File: src/rtl/busmux_pkg.sv
// Shared definitions for the register-bus initiator and its bus mux neighbours:
// bus address width, default data width and the initiator state encodings.
package busmux_pkg;

   localparam int unsigned BUS_ADDRW = 8;
   localparam int unsigned DATAW_DEF = 8;
   localparam int unsigned STATEW    = 2;

   localparam logic [STATEW-1:0] ST_IDLE  = 2'd0;
   localparam logic [STATEW-1:0] ST_ISSUE = 2'd1;
   localparam logic [STATEW-1:0] ST_WAIT  = 2'd2;
   localparam logic [STATEW-1:0] ST_RESP  = 2'd3;

   // Latency counter needs at least two bits, more for long responder latencies.
   function automatic int unsigned cnt_width(input int unsigned lat);
      return (lat > 4) ? $clog2(lat) : 2;
   endfunction

endpackage

File: src/rtl/regbus_initiator_if.sv
// Host command/response handshake plus register-bus signals of the initiator.
// master = initiator side, slave = host/responder side.
interface regbus_initiator_if
   import busmux_pkg::*;
#(
   parameter int unsigned DATAW = DATAW_DEF
) ();

   logic                 req_valid;
   logic                 req_ready;
   logic                 req_we;
   logic [BUS_ADDRW-1:0] req_addr;
   logic [DATAW-1:0]     req_wdata;

   logic                 bus_we;
   logic [BUS_ADDRW-1:0] bus_addr;
   logic [DATAW-1:0]     bus_wdata;
   logic [DATAW-1:0]     bus_rdata;

   logic                 rsp_valid;
   logic                 rsp_ready;
   logic                 rsp_we;
   logic [DATAW-1:0]     rsp_data;
   logic                 rsp_err;

   modport master (
      input  req_valid, req_we, req_addr, req_wdata, bus_rdata, rsp_ready,
      output req_ready, bus_we, bus_addr, bus_wdata, rsp_valid, rsp_we, rsp_data, rsp_err
   );

   modport slave (
      output req_valid, req_we, req_addr, req_wdata, bus_rdata, rsp_ready,
      input  req_ready, bus_we, bus_addr, bus_wdata, rsp_valid, rsp_we, rsp_data, rsp_err
   );

endinterface

File: src/rtl/regbus_initiator.sv
// Register-bus initiator: one command in, one bus access, one response out.
// Optional REGBUS_READBACK_VERIFY_EN: writes are read back and compared (o_rsp_err).
module regbus_initiator
   import busmux_pkg::*;
#(
   parameter int unsigned DATAW  = DATAW_DEF,
   parameter int unsigned RD_LAT = 1
) (
   input logic                  i_clk,
   input logic                  i_rst_n,
   regbus_initiator_if.master   bus
);

   localparam int unsigned CNTW = cnt_width(RD_LAT);

   logic [STATEW-1:0]    state_q,     state_d;
   logic [CNTW-1:0]      cnt_q,       cnt_d;
   logic                 cmd_we_q,    cmd_we_d;
   logic [DATAW-1:0]     cmd_wdata_q, cmd_wdata_d;
   logic                 req_ready_q, req_ready_d;
   logic                 bus_we_q,    bus_we_d;
   logic [BUS_ADDRW-1:0] bus_addr_q,  bus_addr_d;
   logic [DATAW-1:0]     bus_wdata_q, bus_wdata_d;
   logic                 rsp_valid_q, rsp_valid_d;
   logic                 rsp_we_q,    rsp_we_d;
   logic [DATAW-1:0]     rsp_data_q,  rsp_data_d;
`ifdef REGBUS_READBACK_VERIFY_EN
   logic                 rsp_err_q,   rsp_err_d;
`endif

   // State, counter, command latch and all registered outputs.
   always_ff @(posedge i_clk or negedge i_rst_n) begin
      if (!i_rst_n) begin
         state_q     <= ST_IDLE;
         cnt_q       <= '0;
         cmd_we_q    <= 1'b0;
         cmd_wdata_q <= '0;
         req_ready_q <= 1'b0;
         bus_we_q    <= 1'b0;
         bus_addr_q  <= '0;
         bus_wdata_q <= '0;
         rsp_valid_q <= 1'b0;
         rsp_we_q    <= 1'b0;
         rsp_data_q  <= '0;
`ifdef REGBUS_READBACK_VERIFY_EN
         rsp_err_q   <= 1'b0;
`endif
      end else begin
         state_q     <= state_d;
         cnt_q       <= cnt_d;
         cmd_we_q    <= cmd_we_d;
         cmd_wdata_q <= cmd_wdata_d;
         req_ready_q <= req_ready_d;
         bus_we_q    <= bus_we_d;
         bus_addr_q  <= bus_addr_d;
         bus_wdata_q <= bus_wdata_d;
         rsp_valid_q <= rsp_valid_d;
         rsp_we_q    <= rsp_we_d;
         rsp_data_q  <= rsp_data_d;
`ifdef REGBUS_READBACK_VERIFY_EN
         rsp_err_q   <= rsp_err_d;
`endif
      end
   end

   // Next state and next registered outputs.
   always_comb begin
      state_d     = state_q;
      cnt_d       = cnt_q;
      cmd_we_d    = cmd_we_q;
      cmd_wdata_d = cmd_wdata_q;
      bus_we_d    = 1'b0;
      bus_addr_d  = bus_addr_q;
      bus_wdata_d = bus_wdata_q;
      rsp_valid_d = rsp_valid_q;
      rsp_we_d    = rsp_we_q;
      rsp_data_d  = rsp_data_q;
`ifdef REGBUS_READBACK_VERIFY_EN
      rsp_err_d   = rsp_err_q;
`endif

      case (state_q)
         ST_IDLE: begin
            if (bus.req_valid && req_ready_q) begin
               cmd_we_d    = bus.req_we;
               cmd_wdata_d = bus.req_wdata;
               bus_we_d    = bus.req_we;
               bus_addr_d  = bus.req_addr;
               bus_wdata_d = bus.req_wdata;
               state_d     = ST_ISSUE;
            end
         end
         ST_ISSUE: begin
            rsp_we_d = cmd_we_q;
            cnt_d    = CNTW'(RD_LAT - 1);
`ifdef REGBUS_READBACK_VERIFY_EN
            state_d  = ST_WAIT;
`else
            if (cmd_we_q) begin
               rsp_data_d  = cmd_wdata_q;
               rsp_valid_d = 1'b1;
               state_d     = ST_RESP;
            end else begin
               state_d     = ST_WAIT;
            end
`endif
         end
         ST_WAIT: begin
            // Responder data is valid in the cycle where the counter reaches zero.
            if (cnt_q == '0) begin
               rsp_data_d  = bus.bus_rdata;
`ifdef REGBUS_READBACK_VERIFY_EN
               rsp_err_d   = cmd_we_q && (bus.bus_rdata != cmd_wdata_q);
`endif
               rsp_valid_d = 1'b1;
               state_d     = ST_RESP;
            end else begin
               cnt_d = cnt_q - CNTW'(1);
            end
         end
         ST_RESP: begin
            if (bus.rsp_ready) begin
               rsp_valid_d = 1'b0;
               state_d     = ST_IDLE;
            end
         end
         default: state_d = ST_IDLE;
      endcase

      req_ready_d = (state_d == ST_IDLE);
   end

   assign bus.req_ready = req_ready_q;
   assign bus.bus_we    = bus_we_q;
   assign bus.bus_addr  = bus_addr_q;
   assign bus.bus_wdata = bus_wdata_q;
   assign bus.rsp_valid = rsp_valid_q;
   assign bus.rsp_we    = rsp_we_q;
   assign bus.rsp_data  = rsp_data_q;
`ifdef REGBUS_READBACK_VERIFY_EN
   assign bus.rsp_err   = rsp_err_q;
`else
   assign bus.rsp_err   = 1'b0;
`endif

endmodule

File: src/flat_wrapper.sv
// flat-port wrapper written by rule: the top's interface ports become plain ports
module regbus_initiator_flat import busmux_pkg::*;
#(
   parameter int unsigned DATAW  = DATAW_DEF,
   parameter int unsigned RD_LAT = 1
)
  (i_clk, i_rst_n, bus_req_valid, bus_req_we, bus_req_addr, bus_req_wdata, bus_bus_rdata, bus_rsp_ready, bus_req_ready, bus_bus_we, bus_bus_addr, bus_bus_wdata, bus_rsp_valid, bus_rsp_we, bus_rsp_data, bus_rsp_err);
  regbus_initiator_if #(.DATAW(DATAW)) bus_i ();
  input logic i_clk;
  input logic i_rst_n;
  input wire logic [$bits(bus_i.req_valid)-1:0] bus_req_valid;
  input wire logic [$bits(bus_i.req_we)-1:0] bus_req_we;
  input wire logic [$bits(bus_i.req_addr)-1:0] bus_req_addr;
  input wire logic [$bits(bus_i.req_wdata)-1:0] bus_req_wdata;
  input wire logic [$bits(bus_i.bus_rdata)-1:0] bus_bus_rdata;
  input wire logic [$bits(bus_i.rsp_ready)-1:0] bus_rsp_ready;
  output wire logic [$bits(bus_i.req_ready)-1:0] bus_req_ready;
  output wire logic [$bits(bus_i.bus_we)-1:0] bus_bus_we;
  output wire logic [$bits(bus_i.bus_addr)-1:0] bus_bus_addr;
  output wire logic [$bits(bus_i.bus_wdata)-1:0] bus_bus_wdata;
  output wire logic [$bits(bus_i.rsp_valid)-1:0] bus_rsp_valid;
  output wire logic [$bits(bus_i.rsp_we)-1:0] bus_rsp_we;
  output wire logic [$bits(bus_i.rsp_data)-1:0] bus_rsp_data;
  output wire logic [$bits(bus_i.rsp_err)-1:0] bus_rsp_err;
  assign bus_i.req_valid = bus_req_valid;
  assign bus_i.req_we = bus_req_we;
  assign bus_i.req_addr = bus_req_addr;
  assign bus_i.req_wdata = bus_req_wdata;
  assign bus_i.bus_rdata = bus_bus_rdata;
  assign bus_i.rsp_ready = bus_rsp_ready;
  assign bus_req_ready = bus_i.req_ready;
  assign bus_bus_we = bus_i.bus_we;
  assign bus_bus_addr = bus_i.bus_addr;
  assign bus_bus_wdata = bus_i.bus_wdata;
  assign bus_rsp_valid = bus_i.rsp_valid;
  assign bus_rsp_we = bus_i.rsp_we;
  assign bus_rsp_data = bus_i.rsp_data;
  assign bus_rsp_err = bus_i.rsp_err;
  regbus_initiator #(.DATAW(DATAW), .RD_LAT(RD_LAT)) u_core (.i_clk(i_clk), .i_rst_n(i_rst_n), .bus(bus_i));
endmodule
File: config.mk
export PLATFORM = sky130hd
export DESIGN_NAME = regbus_initiator_flat
export DESIGN_NICKNAME = d
export VERILOG_FILES = /design/src/rtl/busmux_pkg.sv /design/src/rtl/regbus_initiator_if.sv /design/src/rtl/regbus_initiator.sv /design/src/flat_wrapper.sv
export SDC_FILE = /design/constraint.sdc
export NUM_CORES = 1
export LEC_CHECK = 0
export BUFFER_PORTS_ARGS = -buffer_cell sky130_fd_sc_hd__buf_2
export CAP_MARGIN = 15
export CORE_MARGIN = 4
export CORE_UTILIZATION = 50
export DETAILED_ROUTE_END_ITERATION = 8
export GPL_ROUTABILITY_DRIVEN = 0
export PLACE_DENSITY = 0.81
export SYNTH_ARGS = -nofsm -noshare
export SYNTH_HDL_FRONTEND = slang
export SYNTH_SLANG_ARGS = --single-unit
export TNS_END_PERCENT = 1
File: constraint.sdc
create_clock -name i_clk -period 3.2 [get_ports i_clk]
set_clock_uncertainty 0.2 [all_clocks]
set_input_delay 0.32 -clock i_clk [delete_from_list [all_inputs] [get_ports i_clk]]
set_output_delay 0.32 -clock i_clk [all_outputs]
set_load 0.02 [all_outputs]
# == Yosys cells after proc, flatten, opt, wreduce, memory -nomap -nowiden ==
# Index checks and enable logic that the tools add are counted.
# word_totals
ff_bits,33
input_bits,29
out_inout_bits,29
elab_cells,44
# classes
add_sub_neg,1
n_eq_ne,7
muxes,16
reduce_logical,10
# ops
operator,n
two-way mux 8 bit,2
case mux 8 bit (2 select lines),1
two-way mux 2 bit,4
case mux 2 bit (4 select lines),1
logical NOT 2 bit,3
two-way mux 1 bit,6
equality test 2 bit (second input constant),2
inequality test 2 x 1 -> 1 bit (second input constant),2
inequality test 2 bit (second input constant),2
case mux 2 bit (2 select lines),1
AND reduction 2 bit,2
AND reduction 4 bit,1
case mux 1 bit (3 select lines),1
AND reduction 3 bit,1
nonzero test 3 bit,1
equality test 2 x 1 -> 1 bit (second input constant),1
nonzero test 2 bit,1
subtractor 2 x 1 -> 2 bit (second input constant),1
logical AND 1 bit,1

# == Logic depth before layout (Yosys ltp) ==
# Gate-level depths: netlist of run 1.
# logic_depth
ltp_word,4
depth_mapped,6
mapped_depth_nobuf,5

# == Worst setup path after synthesis of run 1 ==
# No wires, ideal clock.
# synth_path
kind,reg2reg
startpoint,register u_core.state_q[0]
endpoint,register u_core.rsp_data_q[0] (netlist: u_core.bus.rsp_data[0])
setup_time_ps,125
arrival_ps,1418
t_required_ps,2875
slack_ps,1457
stages_incl_launch_ff,6
path_buffers,1
synth_period_minus_slack_ps,1743
cell_sequence,dfrtp_1 -> inv_1 -> ha_1 -> buf_6 -> mux2_2 -> mux2_2
# synth_between
elab_chain_cells,3
word_cells_on_any_way,7
classes_between,eq/ne (4); mux (1); reduce/logical (2)
# synth_lines
element,line_no,text
"start, declared",regbus_initiator.sv:16,"logic [STATEW-1:0] state_q, state_d;"
"start signal, assigned",regbus_initiator.sv:49,state_q <= state_d;
equality test 2 bit or equality test 2 x 1 -> 1 bit (tied branches),regbus_initiator.sv:82,case (state_q)
inequality test 2 x 1 -> 1 bit (no line) or nonzero test 2 bit (tied branches),--,
AND reduction 3 bit (no line),--,
"end signal, assigned",regbus_initiator.sv:59,rsp_data_q <= rsp_data_d;
"end, declared",regbus_initiator.sv:26,"logic [DATAW-1:0] rsp_data_q, rsp_data_d;"
# Several ways; a longest one is shown, not always the timed one.
# A chain may end at the register's enable or synchronous reset.

# == Worst setup path after layout of run 1 ==
# layout_path
startpoint,register u_core.state_q[0]
endpoint,register u_core.rsp_data_q[2] (netlist: u_core.bus.rsp_data[2])
# The elaborated chain is that of the path after synthesis.

==> results of run 1 <==
worst reg2reg max path: cells and delay by family (launching register included):
family / cells / cell delay (ns)
buf+inv: 1 / 0.10
flops: 1 / 0.45
mux: 1 / 0.37
simple gates: 2 / 0.41
fa+ha+maj: 1 / 0.49
stage by stage:
step / total power [mW] / util [%]
after global placement: 1.79 / 63.9
after CTS: 2.10 / 71.1
after global routing: 2.21 / 71.1
after floorplan: 1.54 / -
after detailed placement: 1.84 / 63.9
final: 2.07 / 71.1
routing by layer:
layer  GRT usage [%]  vias up  wire length, microns
met5               0        -                     0
met4            9.70        0                    79
met3            5.33        8                   195
met2            28.0       35                  1590
met1            20.7      519                  1290
li1                -      528                     -
what timing repair did:
| action | CTS | global route |
|---|---|---|
| hold endpoints to repair | 47 | 0 |
| setup endpoints to repair | 0 | 0 |
| hold buffers | 15 | 0 |
| resized for setup | 0 | 0 |
cells in the final DEF (no fill, tap or decap):
cell type	count
o2bb2ai_1	1
clkbuf_8	1
nand3_1	1
o21a_1	1
clkbuf_1	1
nand3_4	1
a31oi_1	1
mux2_2	25
nor3_1	1
clkbuf_4	5
inv_1	6
nand3_2	1
o21ai_0	2
nor2b_1	2
a21bo_2	1
mux2_4	8
a32o_1	1
nand2b_1	2
a32oi_1	1
ha_1	5
nor3b_1	1
nand2_1	3
dfrtp_1	33
nand3b_1	1
buf_2	56
a21o_1	1
nor2_1	3
a21oi_1	1
dlygate4sd3_1	15
a21boi_0	1
or2_2	1
conb_1	1
cell type report:
| cell class | instances | area (sq um) | share of cell area (%) |
|---|---|---|---|
| flip-flops and latches | 33 | 826 | 40.7 |
| multi-input cells | 67 | 656 | 32.3 |
| repair buffers | 71 | 430 | 21.2 |
| clock buffers | 7 | 55.1 | 2.71 |
| well taps | 31 | 38.8 | 1.91 |
| inverters | 6 | 22.5 | 1.11 |
registers in the layout (all words and copies together) (netlist names):
signal                cells
u_core.bus.bus_addr       8
u_core.bus.bus_wdata      8
u_core.bus.rsp_data       8
u_core.cnt_q              2
u_core.state_q            2
u_core.bus.bus_we         1
u_core.bus.req_ready      1
u_core.bus.rsp_valid      1
u_core.bus.rsp_we         1
u_core.cmd_we_q           1
power by group:
part | switching (mW) | leakage (nW) | internal (mW)
combinational | 0.555 | 0.589 | 0.536
sequential | 0.126 | 0.401 | 0.615
clock | 0.135 | 0.0314 | 0.104
worst max-delay path by stage:
stage,startpoint,depth (start not counted),to
after floorplan,u_core.state_q[0]$_DFF_PN0_,5,u_core.bus.rsp_data[0]$_DFFE_PN0P_
after global placement,u_core.state_q[0]$_DFF_PN0_,5,u_core.bus.rsp_data[5]$_DFFE_PN0P_
after global routing,u_core.state_q[0]$_DFF_PN0_,5,u_core.bus.rsp_data[3]$_DFFE_PN0P_
after detailed placement,u_core.state_q[0]$_DFF_PN0_,5,u_core.bus.rsp_data[4]$_DFFE_PN0P_
final,u_core.state_q[0]$_DFF_PN0_,5,u_core.bus.rsp_data[2]$_DFFE_PN0P_
after CTS,u_core.state_q[0]$_DFF_PN0_,5,u_core.bus.rsp_data[2]$_DFFE_PN0P_
logic make-up after synthesis:
family | count (synthesis) | share of synthesized area, %
compound gates | 11 | 5.30
simple gates | 17 | 6.93
other cells | 1 | 0.244
mux | 33 | 26.2
buf+inv | 9 | 3.43
flops | 33 | 53.8
fa+ha+maj | 5 | 4.08
==> flow_summary.toml, run 1 <==
[worst_setup_path]
r2r_cells = 5
cp.required_ns = 3.22
cp_slowest_cell = "ha_1"
reg2reg_slack_ns = 1.06
end_kind = "flop"
crit_chain = "inv_1 > ha_1 > nand2b_1 > nand3_2 > mux2_2"
cpPeakStageDelay_ns = 0.49
crit_family = "adder cells"
critPathBufInv = 1
r2r-start = "u_core.state_q[0]$_DFF_PN0_"
crit_path_start_kind = "flop"
crit-reg2reg-capture = "u_core.bus.rsp_data[2]$_DFFE_PN0P_"
cp_max_fo = 13
crit_type = "flop to flop"
cp.arrival_ns = 2.16

[global_route]
grt_overflow = 0
grt_pass1_wl_mm = 5.29
antenna_found_initial = 0
grt_pass1_vias = 1156
grt_util_all_layers_pct = 17.4
grt_max_degree = 34

[floorplanning]
ios = 58
die_area_sq_um = 4020
initial_utilization_pct = 53.8
rows = 19
core_region_area_sq_um = 2850
die_x_microns = 63.4
die_h_microns = 63.4

[route]
ant_nets = 0
viasPerCell = 5.07
drc = 0
wl_per_cell_microns = 14.7
wl_mm = 3.16
drt_iter0_markers = 33
dr.pass1.iters = 4
num_vias = 1090

[yosys]
yosysMostFrequentCell = "dfrtp_1"
synth-seq-area-share_pct = 53.8
synth_edf_count = 0
synthTopCellsByArea = "dfrtp_1, mux2_2, mux2_4"
avgSynthCellArea_sq_um = 14.1
synthesis.nets = 143
synth_common_cells = "dfrtp_1, mux2_2, mux2_4, inv_1, ha_1"
synth_seq_cells = 33
synth_ff_type = "dfrtp_1"
synth_cell_types = 29
yosys.area.top_type = "dfrtp_1"
async_reset_ff_share_pct = 100
yosysWarnings = 0
syn_area_sq_um = 1530
syn_inst = 109
synth_top_area_share_pct = 53.8

[timing]
timing.hold.ws_ns = 0.0132
finalSetupViolations = 0
slew_violations = 0
fin_crit_sh_pct = 66.8
fin_ws_ns = 1.06
tightest_slew_ns = 0.716
rsz0062_at_grt = "no"
finalHoldViolCount = 0
min_period_ns = 2.14
slew_headroom_pct = 52.3
fin_setup_tns_ns = 0
fmax_mhz = 468

[cells_and_area]
filler_cell_count = 213
area_growth_pct = 32.2
fin_area_sq_um = 2030
drive_gt1_share_pct = 53.8
diodes = 0
stdcell_count = 215
nets = 218

[pwr]
p_per_area_nw_per_um2 = 1020
peakVddDrop_mv = 0.617
power_leakage_nw = 1.02

[hold_path]
hold_depth = 2
hold_end = "u_core.bus.bus_addr[1]$_DFFE_PN0P_"
hold_path.startpoint = "bus_req_addr[1]"
min_path_type = "input port to flop"

[cts]
cts.sinks = 33
clkSlewWorstSetupHoldPaths_ns = 0.10
htree_levels = 2
post-cts-setup-buffer-count = 0
cts-buffers-inserted = 5
clock-root-buffer = "clkbuf_4"
clockBufferDepth = 2
clk_latency_ns = 0.34
cts_tree = "yes"

[placed_design]
dp_hpwl_mm = 2.28
io_buffer_count = 56
dpl.cell_count = 193
dpl_cell_area_sq_um = 1820
dp_slack_ns = 1.04

[run]
drv_cap = 0

[run_status]
status = "finished, final reports clean"
Power figures use the tool's default switching activity.
==> run 2, diff against run 1 <==
CORE_UTILIZATION = 43   (was 50)
PLACE_DENSITY = 0.74   (was 0.81)
clock period = 1.8 ns   (was 3.2 ns; I/O delays follow)
==> run 2 against run 1 <==
Net effect:
- wire length grew 18%
- critical path depth is the same
- combinational power grew 100%
- register-to-register slack lost 1.0 ns
- setup slack lost 1.0 ns
- final cell count grew 17%
- final area grew 14%
- first-iteration DRC count grew 27%
- total power grew 97%
- global-route usage grew 0.61 points
==> flow_summary.toml, run 2 (same netlist as run 1, synthesis figures left out) <==
[run_status]
status = "finished, final reports clean"

[worst_setup_path]
end_kind = "flop"
r2r_cells = 5
cp_max_fo = 4
cp.required_ns = 1.83
reg2reg_slack_ns = 0.06
crit_type = "flop to flop"
r2r-start = "u_core.state_q[0]$_DFF_PN0_"
crit_path_start_kind = "flop"
crit-reg2reg-capture = "u_core.bus.rsp_data[5]$_DFFE_PN0P_"
cp.arrival_ns = 1.77

[cells_and_area]
area_growth_pct = 50.3
layout_common_cells = "buf_2, dfrtp_1, dlygate4sd3_1, mux2_2, mux2_4"
multi_input_area_sq_um = 673
layout.cells.most_common = "buf_2"
fin_area_sq_um = 2310
nets = 238
filler_cell_count = 230
seqCellArea_sq_um = 826
diodes = 0
drive_gt1_share_pct = 54.6

[global_route]
grt_max_degree = 34
grt_util_all_layers_pct = 18.0
grt_pass1_wl_mm = 6.02
grt_overflow = 0
grt_pass1_vias = 1294
antenna_found_initial = 0

[timing]
fin_ws_ns = 0.0566
min_period_ns = 1.74
finalSetupViolations = 0
fin_crit_sh_pct = 96.9
tightest_slew_ns = 0.714
slew_headroom_pct = 52.4
finalHoldViolCount = 0
fmax_mhz = 574
slew_violations = 0
fin_setup_tns_ns = 0
rsz0062_at_grt = "no"

[route]
num_vias = 1205
ant_nets = 0
viasPerCell = 4.80
wl_mm = 3.73
dr.pass1.iters = 2
wl_per_cell_microns = 14.9
drt_iter0_markers = 42
drc = 0

[floorplanning]
core_region_area_sq_um = 3390
ios = 58
rows = 21
die_x_microns = 67.7
initial_utilization_pct = 45.3
die_area_sq_um = 4590
die_h_microns = 67.7

[pwr]
peakVddDrop_mv = 0.962
power_leakage_nw = 1.13
p_per_area_nw_per_um2 = 1770

[cts]
cts.sinks = 33
clockBufferDepth = 2
clk_latency_ns = 0.33
cts_tree = "yes"
clkSlewWorstSetupHoldPaths_ns = 0.10
clock-root-buffer = "clkbuf_4"
cts-buffers-inserted = 5
htree_levels = 2

[placed_design]
io_buffer_count = 56
dp_slack_ns = -0.00742
dp_hpwl_mm = 2.43
dpl_cell_area_sq_um = 1900

[run]
drv_cap = 0

[hold_path]
min_path_type = "input port to asynchronous set/reset pin"
[run 2: cell count changes in the layout (fill, tap and decap cells not counted), sizes merged]
| cell | previous run | this run |
|---|---|---|
| bufinv | 0 | 1 |
| dlygate4sd3 | 15 | 28 |
| buf | 56 | 63 |
[run 2: critical path: stages, from the launching register on]
cell	delay (ns)
dfrtp_1	0.41
inv_2	0.07
ha_2	0.21
buf_4	0.15
mux2_2	0.34
mux2_2	0.26
[run 2: what timing repair did]
action | in CTS | in global routing
gates resized for setup | 1 | 6
pin swaps | 0 | 1
setup buffers | 0 | 2
endpoints found under the setup margin | 8 | 10
hold endpoints to repair | 58 | 3
hold buffers | 25 | 3
[run 2: power by group]
part	leakage, nW	total [mW]	internal [mW]	switching [mW]
clock network	0.0455	0.581	0.332	0.250
registers	0.401	1.32	1.09	0.224
logic	0.686	2.18	1.10	1.08
total	1.13	4.08	2.52	1.55
[run 2: worst max-delay path by stage]
stage                                startpoint                            endpoint  cells after the start
detailed placement  u_core.state_q[0]$_DFF_PN0_  u_core.bus.rsp_data[4]$_DFFE_PN0P_                      5
global route        u_core.cnt_q[0]$_DFFE_PN0P_  u_core.bus.rsp_data[0]$_DFFE_PN0P_                      5
global placement    u_core.state_q[0]$_DFF_PN0_  u_core.bus.rsp_data[6]$_DFFE_PN0P_                      5
finish              u_core.state_q[0]$_DFF_PN0_  u_core.bus.rsp_data[5]$_DFFE_PN0P_                      5
CTS                 u_core.state_q[0]$_DFF_PN0_  u_core.bus.rsp_data[4]$_DFFE_PN0P_                      5
floorplan           u_core.state_q[0]$_DFF_PN0_  u_core.bus.rsp_data[0]$_DFFE_PN0P_                      5
[run 2: layout make-up]
cell class                      instances  share of cell area [%]
Multi-Input combinational cell         67                    29.2
Tap cell                               46                    2.50
Clock buffer                            7                    2.39
Timing Repair Buffer                   91                    27.8
Clock inverter                          1                    1.30
Sequential cell                        33                    35.8
Inverter                                6                   0.977
[run 2: per-stage QoR]
step	utilization (%)	hold slack, ns	power (mW)	cells
global route	68.0	0.296	4.33	251
global placement	56.2	0.0696	3.27	213
detailed placement	56.2	0.0783	3.36	213
CTS	66.3	0.00245	4.02	246
floorplan	-	-0.316	2.73	109
finish	68.0	0.227	4.08	251
[run 2: per-layer routing]
layer / vias up / wire length, microns / track usage [%]
met3: 5 / 230 / 5.99
li1: 570 / - / -
met2: 36 / 1910 / 30.7
met4: 0 / 46 / 6.08
met1: 594 / 1540 / 21.2
met5: - / 0 / 0
